===== config.mk =====
export PLATFORM = sky130hd
export DESIGN_NAME = top_hc595
export DESIGN_NICKNAME = d
export VERILOG_FILES = /design/src/rtl/top_hc595.sv
export SDC_FILE = /design/constraint.sdc
export NUM_CORES = 1
export LEC_CHECK = 0
export CAP_MARGIN = 20
export CORE_AREA = 2 2 39 41
export DETAILED_ROUTE_END_ITERATION = 6
export DIE_AREA = 0 0 41 43
export GPL_ROUTABILITY_DRIVEN = 0
export PLACE_DENSITY = 0.83
export SLEW_MARGIN = 15
export SYNTH_ARGS = -nofsm -noshare
export SYNTH_HDL_FRONTEND = slang
export SYNTH_SLANG_ARGS = --single-unit

===== constraint.sdc =====
create_clock -name SHIFTCLOCK -period 2 [get_ports SHIFTCLOCK]
set_input_delay 0.3 -clock SHIFTCLOCK [delete_from_list [all_inputs] [get_ports SHIFTCLOCK]]
set_output_delay 0.3 -clock SHIFTCLOCK [all_outputs]
set_load 0.02 [all_outputs]

===== src/rtl/top_hc595.sv =====
// 8-bit serial-in / parallel-out shift register with output storage register (single-clock 74HC595).
// Define HC595_OE_TRISTATE_EN to float Qa..Qh when OUTPUTENABLE=1; otherwise they are driven 0.
module top_hc595 (
  input  logic SHIFTCLOCK,
  input  logic RESET,
  input  logic A,
  input  logic LATCHCLOCK,
  input  logic OUTPUTENABLE,
  output logic Qa,
  output logic Qb,
  output logic Qc,
  output logic Qd,
  output logic Qe,
  output logic Qf,
  output logic Qg,
  output logic Qh,
  output logic SQh
);

  logic [7:0] sr_reg;
  logic [7:0] st_reg;
  logic       lc_reg;
  logic       latch_fire;
  wire  [7:0] q_bus;

  // Only a sampled 0->1 transition of the strobe loads the storage register.
  assign latch_fire = LATCHCLOCK & ~lc_reg;

  // The storage register captures sr_reg before this edge's shift lands.
  always_ff @(posedge SHIFTCLOCK) begin
    if (RESET) begin
      sr_reg <= 8'h00;
      st_reg <= 8'h00;
      lc_reg <= 1'b0;
    end else begin
      sr_reg <= {sr_reg[6:0], A};
      lc_reg <= LATCHCLOCK;
      if (latch_fire) begin
        st_reg <= sr_reg;
      end
    end
  end

  generate
    for (genvar gi = 0; gi < 8; gi++) begin : g_out
`ifdef HC595_OE_TRISTATE_EN
      assign q_bus[gi] = OUTPUTENABLE ? 1'bz : st_reg[gi];
`else
      assign q_bus[gi] = ~OUTPUTENABLE & st_reg[gi];
`endif
    end
  endgenerate

  assign Qa  = q_bus[0];
  assign Qb  = q_bus[1];
  assign Qc  = q_bus[2];
  assign Qd  = q_bus[3];
  assign Qe  = q_bus[4];
  assign Qf  = q_bus[5];
  assign Qg  = q_bus[6];
  assign Qh  = q_bus[7];
  assign SQh = sr_reg[7];

endmodule


==> reports/metrics.yaml <==
routing:
  wl_per_cell_um: 10.5
  wl_um: 922
  dr.pass1.iters: 2
  vias: 416
  drt-initial-drc-count: 5
  drc_errors: 0
  via_per_inst: 4.73
  postRouteAntennaNets: 0
timing:
  finalSetupViolCount: 0
  period_share_pct: 85.6
  slew_headroom_pct: 69.4
  whs_ps: 457
  rsz0062_at_grt: "false"
  worst_pin_slew_ps: 458
  fin_ws_ps: 288
  finalHoldViolCount: 0
  fmax_mhz: 584
  fin_setup_tns_ps: 0
  drv_slew: 0
  finClkSkew_ps: 6.68
  period_needed_ps: 1710
floorplanning:
  die_y_um: 43
  ioPinCount: 14
  initial_utilization_pct: 44.9
  fp.dieArea_um2: 1760
  coreArea_um2: 1380
  rows: 14
  die_w_um: 41
pwr:
  powerDensity_nw_per_um2: 703
  comb_power_share_pct: 6.6
  peakVddDrop_v: 0.000434
  p_leak_nw: 0.342
  clockPowerShare_pct: 32.5
  p_seq_share_pct: 60.9
  swShare_pct: 22.4
  p_switching_mw: 0.127
  power_mw: 0.569
  internal_power_mw: 0.441
critical_path:
  path_max_fanout: 8
  end_kind: "primary output"
  path_delay_family: "buffers and inverters"
  cp.buffers_inverters: 2
  required_ps: 1700
  cp_slowest_stage_delay_ps: 610
  critical_path_class: "in2out"
  cp_cell_sequence: "dlygate4sd2_1 > nor2b_1 > clkdlybuf4s50_1"
  worstPathArrival_ps: 1410
  worstSetupStartpointType: "input port"
  r2r_slack_ps: 890
  crit_path_top_delay_cell: "clkdlybuf4s50_1"
clocking:
  cts_made_buffers: 3
  clockBufferDepth: 2
  cts_root_buffer: "clkbuf_4"
  path_clk_slew_ps: 100
  numClockSinks: 17
  cts_max_level: 1
  cts_hold_buf: 0
  clk_latency_ps: 290
  tritoncts: "built"
yosys:
  syn_area_per_cell_um2: 11.5
  synth_seq_cells: 17
  netlist_area_um2: 622
  synthXorXnorAreaFrac_pct: 0
  ys_types: 8
  synth_top_family_by_area: "simple AND/OR/NAND/NOR gates"
  syn_nets: 59
  synth_warnings: 0
  synth_compound_area_share_pct: 0.805
  synthAdderAreaFrac_pct: 0
  synthCells: 54
  synthSimpleGateAreaFrac_pct: 30.6
  yosysSeqAreaShare_pct: 54.7
  yosys-mux-area-fraction_pct: 12.7
grt:
  grt_max_degree: 16
  grt_use_total_pct: 12.2
  grt_pass1_wl_um: 1390
  antenna_found_initial: 0
  grt_pass1_vias: 343
  grt-ovfl-total: 0
cells_and_area:
  n_antenna_cell: 0
  drive_gt1_share_pct: 18.1
  nFillCells: 131
  area_growth_pct: 30.0
  fin_nets: 78
placed_design:
  dp_hpwl_um: 658
  portBuffers: 13
  post-place-ws_ps: 0.473
status:
  outcome: "finished, final reports clean"
worst_hold_path:
  min-delay-path-class: "reg2reg"
run:
  max-cap-violations: 0
==> stage by stage <==
step / util [%] / instances / cell area [um^2]
final: 58.4 / 88 / 808
after global placement: 56.3 / 84 / 779
after floorplan: - / 54 / 622
after detailed placement: 56.3 / 84 / 779
after CTS: 58.4 / 88 / 808
after global routing: 58.4 / 88 / 808
==> layout by cell type (no fill, tap or decap) <==
cell type	instances
clkinvlp_4	1
clkdlybuf4s50_1	12
nand2b_1	2
dlygate4sd2_1	1
and2b_1	8
nand4bb_1	1
mux2_2	7
buf_4	2
clkbuf_4	3
dfxtp_1	17
nor2b_1	17
o21ai_1	1
==> synthesized netlist by cell type (all sizes together) <==
| master | n | share of area [%] |
|---|---|---|
| nor2b | 17 | 17 |
| mux2 | 7 | 13 |
| o21ai | 1 | 0.80 |
| nand2b | 2 | 2.0 |
| nand4bb | 1 | 1.8 |
| and2b | 8 | 9.7 |
| dfxtp | 17 | 55 |
| buf | 1 | 1.2 |
==> power groups by stage <==
stage	Combinational, mW	Sequential, mW	Clock (mW)
3_5_place_dp	0.0388	0.354	0
5_1_grt	0.0407	0.347	0.206
3_3_place_gp	0.0382	0.354	0
6_report	0.0376	0.346	0.185
4_1_cts	0.0384	0.346	0.193
2_1_floorplan	0.0197	0.353	0
==> cell type report <==
| cell class | count | area [um^2] | share of cell area, % |
|---|---|---|---|
| Tap cell | 16 | 20.0 | 2.48 |
| Multi-Input combinational cell | 36 | 274 | 33.9 |
| Clock inverter | 1 | 7.51 | 0.929 |
| Timing Repair Buffer | 15 | 144 | 17.8 |
| Sequential cell | 17 | 340 | 42.1 |
| Clock buffer | 3 | 22.5 | 2.79 |
==> final timing paths <==
path                              startpoint   endpoint  cells past startpoint
worst max-delay path            OUTPUTENABLE         Qg                      3
worst min-delay path               sr_reg[1]  sr_reg[2]                      1
worst max register to register        lc_reg  st_reg[0]                      2
worst min register to register     sr_reg[1]  sr_reg[2]                      1
==> routing by layer <==
layer / wire length, um / global-route usage [%] / vias to the layer above
li1: - / - / 215
met1: 446 / 15.7 / 191
met2: 419 / 17.2 / 10
met3: 56 / 4.71 / 0
met4: 0 / 6.00 / 0
met5: 0 / 0 / -
==> cells by family after synthesis <==
family | Yosys count
and+or+nand+nor | 28
AOI/OAI and AO/OA | 1
DFF | 17
buffers and inverters | 1
muxes | 7
==> worst reg2reg max path: stages (launching register included) <==
cell and delay [ps]:
dfxtp_1 330, and2b_1 310, mux2_2 360
==> timing repair <==
item                       CTS  global route
buffers inserted             0             0
setup endpoints to repair    2             0
gates resized for setup      1             0
Note: power is estimated with default switching activity, not from simulation.
